--- src/rtl/mem_port_arbiter.sv ---
// mem_port_arbiter: round-robin share of one memory port among REQ_CNT requesters.
// Latency: request granted combinationally in the cycle it is presented; read data returns next cycle.
// Backpressure: req_ready is one-hot on the winner only; responses cannot be stalled.
//
// Optional feature macro: MEM_ARB_BURST_EN lets the current owner hold the grant for up to
// BURST_LEN consecutive transfers. When it is undefined the grant rotates after every transfer.
//
// Ports:
//   clk, n_rst                    clock (shared with the memory port), async active-low reset
//   req_valid/req_ready           per-requester request handshake
//   req_write/req_addr/req_wdata  per-requester command, packed at [i*W +: W]
//   rsp_valid/rsp_data            one-hot read-response strobe and shared read data bus
//   mem_addr/mem_data_in/mem_write_en/mem_data_out   memory port connection
module mem_port_arbiter #(
  parameter int REQ_CNT    = 4,
  parameter int ADDR_WIDTH = 6,
  parameter int DATA_WIDTH = 14,
  parameter int BURST_LEN  = 4
) (
  input  logic                             clk,
  input  logic                             n_rst,
  input  logic [REQ_CNT-1:0]               req_valid,
  output logic [REQ_CNT-1:0]               req_ready,
  input  logic [REQ_CNT-1:0]               req_write,
  input  logic [REQ_CNT*ADDR_WIDTH-1:0]    req_addr,
  input  logic [REQ_CNT*DATA_WIDTH-1:0]    req_wdata,
  output logic [REQ_CNT-1:0]               rsp_valid,
  output logic [DATA_WIDTH-1:0]            rsp_data,
  output logic [ADDR_WIDTH-1:0]            mem_addr,
  output logic [DATA_WIDTH-1:0]            mem_data_in,
  output logic                             mem_write_en,
  input  logic [DATA_WIDTH-1:0]            mem_data_out
);

  localparam int LGW = (REQ_CNT > 1) ? $clog2(REQ_CNT) : 1;

  if (REQ_CNT < 2 || REQ_CNT > 8) begin : g_bad_req_cnt
    $error("mem_port_arbiter: REQ_CNT must be in 2..8");
  end
  if (BURST_LEN < 1) begin : g_bad_burst_len
    $error("mem_port_arbiter: BURST_LEN must be at least 1");
  end

  logic [LGW-1:0]        last_grant;
  logic [LGW-1:0]        rr_winner;
  logic [LGW-1:0]        cand;
  logic [LGW-1:0]        sel;
  logic                  any_vld;
  logic                  xfer;
  logic [REQ_CNT-1:0]    grant;
  logic [REQ_CNT-1:0]    rsp_sel;
  logic                  rsp_pending;
  logic [ADDR_WIDTH-1:0] addr_q;

  // Unpacked views of the packed per-requester buses so they can be indexed by the winner.
  logic [ADDR_WIDTH-1:0] addr_arr  [REQ_CNT];
  logic [DATA_WIDTH-1:0] wdata_arr [REQ_CNT];

  for (genvar i = 0; i < REQ_CNT; i++) begin : g_unpack
    assign addr_arr[i]  = req_addr[i*ADDR_WIDTH +: ADDR_WIDTH];
    assign wdata_arr[i] = req_wdata[i*DATA_WIDTH +: DATA_WIDTH];
  end

  // Round-robin search starting one past the previous winner, wrapping around.
  always_comb begin
    any_vld   = 1'b0;
    rr_winner = last_grant;
    cand      = '0;
    for (int k = 1; k <= REQ_CNT; k++) begin
      cand = LGW'((int'(last_grant) + k) % REQ_CNT);
      if (!any_vld && req_valid[cand]) begin
        any_vld   = 1'b1;
        rr_winner = cand;
      end
    end
  end

`ifdef MEM_ARB_BURST_EN
  localparam int BCW = $clog2(BURST_LEN) + 1;

  logic [BCW-1:0] burst_cnt;
  logic           keep;

  // The owner keeps the port only while it is still requesting, has transferred in the
  // previous cycle (counter non-zero) and has not used up its burst allowance.
  assign keep = (burst_cnt != '0) && (burst_cnt < BCW'(BURST_LEN)) && req_valid[last_grant];
  assign sel  = keep ? last_grant : rr_winner;

  always_ff @(posedge clk or negedge n_rst) begin
    if (!n_rst) begin
      burst_cnt <= '0;
    end else if (!xfer) begin
      burst_cnt <= '0;
    end else if (keep) begin
      burst_cnt <= burst_cnt + 1'b1;
    end else begin
      burst_cnt <= BCW'(1);
    end
  end
`else
  assign sel = rr_winner;
`endif

  // Reset forces the port idle even if requesters are already asserting valid.
  assign xfer = any_vld && n_rst;

  always_comb begin
    grant = '0;
    if (xfer) begin
      grant[sel] = 1'b1;
    end
  end

  assign req_ready    = grant;
  assign mem_write_en = xfer && req_write[sel];
  // With no transfer the address holds, so the memory keeps presenting the same word.
  assign mem_addr     = xfer ? addr_arr[sel] : addr_q;
  assign mem_data_in  = xfer ? wdata_arr[sel] : '0;

  always_ff @(posedge clk or negedge n_rst) begin
    if (!n_rst) begin
      last_grant  <= LGW'(REQ_CNT - 1);
      addr_q      <= '0;
      rsp_sel     <= '0;
      rsp_pending <= 1'b0;
    end else begin
      addr_q      <= mem_addr;
      rsp_pending <= xfer && !req_write[sel];
      rsp_sel     <= mem_write_en ? '0 : grant;
      if (xfer) begin
        last_grant <= sel;
      end
    end
  end

  // The memory registers the address on the same edge the read is accepted, so its output
  // during the following cycle is the requested word and can be passed straight through.
  assign rsp_valid = rsp_pending ? rsp_sel : '0;
  assign rsp_data  = mem_data_out;

endmodule

--- config.mk ---
export PLATFORM = sky130hd
export DESIGN_NAME = mem_port_arbiter
export DESIGN_NICKNAME = d
export VERILOG_FILES = /design/src/rtl/mem_port_arbiter.sv
export SDC_FILE = /design/constraint.sdc
export NUM_CORES = 1
export LEC_CHECK = 0
export ABC_CLOCK_PERIOD_IN_PS = 5700
export CAP_MARGIN = 20
export CORE_ASPECT_RATIO = 1.25
export CORE_MARGIN = 3
export CORE_UTILIZATION = 32
export DETAILED_ROUTE_END_ITERATION = 6
export MAX_ROUTING_LAYER = met4
export PLACE_DENSITY_LB_ADDON = 0.25
export REMOVE_ABC_BUFFERS = 1
export SETUP_SLACK_MARGIN = 0.05
export SLEW_MARGIN = 20
export SYNTH_ARGS = -nofsm -noshare
export SYNTH_HDL_FRONTEND = slang
export SYNTH_SLANG_ARGS = --single-unit
--- constraint.sdc ---
create_clock -name clk -period 5.7 [get_ports clk]
set_input_delay 1.71 -clock clk [delete_from_list [all_inputs] [get_ports clk]]
set_output_delay 1.71 -clock clk [all_outputs]
set_load 0.02 [all_outputs]
Word-level counts from Yosys, hierarchy flattened
Cells that the tools add are included.
{ "totals": {"regBits": 13, "inputBits": 104, "output_inout_bits": 43} }
{ "classes": {"n_addsub": 4, "magnitude_cmp": 7, "muxes": 31, "n_bitwise": 1, "n_reduce_logical": 11} }
{ "ops": {"columns": ["operator", "count"], "rows": [
  ["14-bit two-way mux", 3],
  ["14-bit binary-select mux with 2-bit select", 1],
  ["6-bit two-way mux", 3],
  ["2-bit by 3-bit < comparator with 1-bit output, second input constant", 5],
  ["6-bit binary-select mux with 2-bit select", 1],
  ["4-bit two-way mux", 3],
  ["1-bit binary-select mux with 2-bit select", 5],
  ["1-bit two-way mux", 10],
  ["2-bit two-way mux", 4],
  ["1-bit logical AND", 7],
  ["2-bit by 1-bit adder with 2-bit output, second input constant", 2],
  ["2-bit adder, second input constant", 2],
  ["1-bit zero test", 4],
  ["3-bit greater-or-equal comparator, second input constant", 1],
  ["2-bit NOT with 3-bit output", 1],
  ["1-bit demux with 2-bit select", 1],
  ["2-bit by 1-bit greater-or-equal comparator with 1-bit output, second input constant", 1]
]} }

Depth between registers and ports, before layout
{ "depth": {"depth_word": 19, "depth_mapped": 7, "mapped_depth_nobuf": 5} }

Worst setup path after synthesis
No wires, ideal clock.
{ "synth_timing": {"kind": "input to output", "from": "input req_valid[3]", "to": "output mem_data_in[10]", "arrival_ns": 3.355, "setup_slack_ns": 0.635, "stages": 6, "cell_sequence": "nor2b_1 -> o21a_2 -> nor3_4 -> buf_6 -> mux4_2 -> nor2b_1"} }
{ "synth_via": {"elab_chain_len": 17} }
{ "synth_rtl": {"columns": ["item", "line_no", "rtl"], "rows": [
  ["from (decl)", "22", "input logic [REQ_CNT-1:0] req_valid,"],
  ["1-bit binary-select mux with 2-bit select", "71", "if (!any_vld && req_valid[cand]) begin"],
  ["1-bit two-way mux (implied by the code)", "71", null],
  ["1-bit two-way mux", "71", null],
  ["1-bit zero test", "71", null],
  ["1-bit logical AND", "71", null],
  ["1-bit two-way mux", "71", null],
  ["1-bit zero test", "71", null],
  ["1-bit logical AND", "71", null],
  ["1-bit two-way mux", "71", null],
  ["1-bit zero test", "71", null],
  ["1-bit logical AND", "71", null],
  ["2-bit two-way mux", "71", null],
  ["2-bit NOT with 3-bit output (implied by the code)", "118", "assign mem_data_in = xfer ? wdata_arr[sel] : '0;"],
  ["14-bit binary-select mux with 2-bit select", "118", null],
  ["14-bit two-way mux (implied by the code) (2 in series)", "118", null],
  ["14-bit two-way mux *", "118", null],
  ["to (decl)", "30", "output logic [DATA_WIDTH-1:0] mem_data_in,"]
]} }
Every way passes the cells marked *; elsewhere a longest branch is shown, timed or not. The select of a mux whose other input is x is not followed.

Worst setup path after layout
{ "layout_timing": {"from": "input req_valid[0]", "to": "output mem_write_en"} }
{ "layout_via": {"elab_chain_len": 15} }
{ "layout_rtl": {"columns": ["item", "line_no", "rtl"], "rows": [
  ["1-bit binary-select mux with 2-bit select", "71", null],
  ["1-bit two-way mux (implied by the code)", "71", null],
  ["1-bit two-way mux", "71", null],
  ["1-bit zero test", "71", null],
  ["1-bit logical AND", "71", null],
  ["1-bit two-way mux", "71", null],
  ["1-bit zero test", "71", null],
  ["1-bit logical AND", "71", null],
  ["1-bit two-way mux", "71", null],
  ["1-bit zero test", "71", null],
  ["1-bit logical AND", "71", null],
  ["2-bit two-way mux", "71", null],
  ["1-bit binary-select mux with 2-bit select", "115", "assign mem_write_en = xfer && req_write[sel];"],
  ["1-bit two-way mux (implied by the code)", "115", null],
  ["1-bit logical AND *", "115", null],
  ["to (decl)", "31", "output logic mem_write_en,"]
]} }
Marked as above.

==> impl_results.md <==
* Critical path data required time at ~4000 ps
* Total internal power at 484 uW
* Hold Buf Count CTS at 0
* Final Cycle Share at 97.5%
* Yosys cell types at 30
* Worst Setup Start Kind: input pin
* P_sw at just under 300 uW
* Die Wd at 65.6 microns
* Compound-Gate Fraction of Synth Area at 14.4%
* Sw Share at a little under two fifths
* Fmax at 180 MHz
* Pins Over Slew Limit at 0
* Die Y at 80.5 microns
* Headroom to the max-slew limit at 66.6%
* Pleak at 1.24 nW
* Sequential Power Share at between 10% and 20%
* Synthesized flop and latch total at 13
* Core area at 4200 sq um
* First-pass GRT wire length at 8480 microns
* GRT Util Overall at 21.4%
* Port bufs at 118
* Inserted Clock Buffers at 3
* CP startpoint: req_valid[0]
* Area Overhead vs Synth at 98.7%
* Vias/cell at 5.05
* Clock root cell: clkbuf_8
* Total wire length at about 5500 microns
* Worst hold path class: reg -> reg
* Drt initial violations at 76
* Final Hold Viols at 0
* Sequential fraction of the synthesis area at around 23%
* Status: complete, no violations
* DR vias at around 1700
* Max FO, Critical Path at 4
* ANT cells at 0
* Synth area leader: dfrtp_1
* Setup_tns at 0 ps
* Share of cells above drive strength 1 at 26.2%
* CP endpoint kind: output pin
* PwrDens at 275 nW/um^2
* Mux cell area share after synthesis at 29.6%
* Max IR drop VDD at 0.000242 V
* Initial Util at 33.8%
* Crit path time final at 5560 ps
* Initial antenna violation count at 0
* Hold path start: addr_q[1]
* Worst setup margin at 145 ps
* Max Cap Violations at 0
* CTS clk-pin slew, worst paths at approximately 50 ps
* H-tree levels at 1
* DRC at 0
* Final HPWL DP at 4710 microns
* Vias in the first global route at ~1700
* Final setup viols at 0
* Clock skew at 6.94 ps
* Yosys top cell area share at 19.4%
* Synth top cells by count: nor2b_1 (17), buf_4 (14), dfrtp_1 (11)
* Cells after synthesis at around 140
* Synth Cell Area at between 1000 and 1500 sq um
* Clk Latency, worst-skew pair at 240 ps
* Most common cell in the synthesized netlist: nor2b_1
* Number of flops mapped to enable cells by yosys at 0
* Post-DRT Antenna Nets at 0
* Max Buffers Root-to-Sink at 2
* Clock share of power at 10.9%
* FF-to-FF Start: last_grant[0]
* Synth Area in Adders at 0%
* Total gr overflow at 0
* Post-Route Utilization at 67.2%
* FFs w/ async S/R, synth at between 90% and 100%
* Post-layout net count at between 300 and 400
* Setup CP Type: in -> out
* Top_reg_cell synth: dfrtp_1
* Synth Area in Simple Gates at about 22%
* Top cells by area, synth: dfrtp_1 (19%), mux4_2 (14%), mux4_1 (11%)
* XOR/XNOR Fraction of Synth Area at 0%
* Largest net degree at the start of global routing at 18
* CTS Sinks at 13
* Setup WS pre-CTS at -217 ps
* Io pins at 147
* Row count at 26
* RSZ-0062 raised after global routing: no
* Combinational share of power at 71.5%
* TritonCTS clock tree: built
* TritonRoute pass-1 iters at 6
* Main combinational cell family by area after synthesis: multiplexers
* Worst-margin pin slew at 496 ps
* Gpl congestion at 0.839
* Critical path arrival at 3850 ps
* Synth warnings at 0
* Average wire per standard cell at about 17 microns
* Die ar. at 5280 sq um
* Post-Syn Area per Cell at 10.3 sq um
[registers in the layout, indices dropped and copies added, names as in the netlist]
name,cells
addr_q,6
last_grant,2
rsp_pending,1
rsp_sel,4
[power groups by stage]
stage	clock, mW	combinational (mW)	sequential (mW)
CTS	0.0860	0.540	0.136
floorplan	0	0.288	0.133
global placement	0	0.554	0.137
global route	0.0910	0.598	0.140
detailed placement	0	0.559	0.138
finish	0.0847	0.554	0.136
[cell usage in the layout (no fill, tap or decap), drive strengths merged, types with 4 or more instances in the layout]
| cell type | count |
|---|---|
| nand4 | 6 |
| mux2i | 6 |
| dfrtp | 11 |
| nand2 | 9 |
| o21ai | 5 |
| a211o | 6 |
| nor2 | 6 |
| and2 | 4 |
| clkbuf | 11 |
| o211ai | 6 |
| buf | 38 |
| clkdlybuf4s15 | 4 |
| dlygate4sd2 | 7 |
| nor3 | 5 |
| mux4 | 15 |
| clkdlybuf4s50 | 93 |
| nor2b | 17 |
| o31ai | 6 |
[final timing paths]
path	end	slack [ps]	cells past startpoint
max	mem_write_en	140	7
min	addr_q[1]	490	2
max reg2reg	rsp_sel[2]	3620	9
min reg2reg	addr_q[1]	490	2
max in group asynchronous	last_grant[0]	3570	2
min in group asynchronous	rsp_sel[1]	1890	2
[kinds of logic after synthesis]
| logic type | count (synthesis) |
|---|---|
| compound gates | 27 |
| buf+inv | 23 |
| mux | 21 |
| simple gates | 54 |
| flops | 13 |
[final cells by class]
class	instances	area, sq um
multi-input combinational	102	970
fill	333	1380
timing repair buffer	152	1410
clock buffer	4	45.0
tap	56	70.1
sequential	13	328
[worst max-delay path: stages]
cell             delay [ps]
clkdlybuf4s50_1         420
buf_4                   160
or3b_2                  500
nand3_2                 110
mux4_2                  510
nor2b_1                 150
clkdlybuf4s15_1         280
[layer usage]
metal  global-route usage, %  up-vias  wire length [microns]
li1                        -      784                      -
met1                    22.6      787                   1950
met2                    39.4       73                   3170
met3                    7.13        6                    369
met4                    3.11        0                     52
met5                       -        -                      0
[stage by stage]
stage / hold WS (ps) / std cells / area [sq um] / power (mW)
3_5_place_dp: 493 / 316 / 2760 / 0.698
3_3_place_gp: 484 / 316 / 2760 / 0.691
5_1_grt: 534 / 327 / 2820 / 0.829
4_1_cts: 498 / 323 / 2780 / 0.762
2_1_floorplan: 474 / 115 / 1270 / 0.421
6_report: 494 / 327 / 2820 / 0.775
[what timing repair did]
action | 4_1_cts | 5_1_grt
endpoints found under the setup margin | 24 | 19
pin swaps | 1 | 2
gates resized for setup | 34 | 25
setup buffers | 3 | 4
Power figures use the tool's default switching activity.
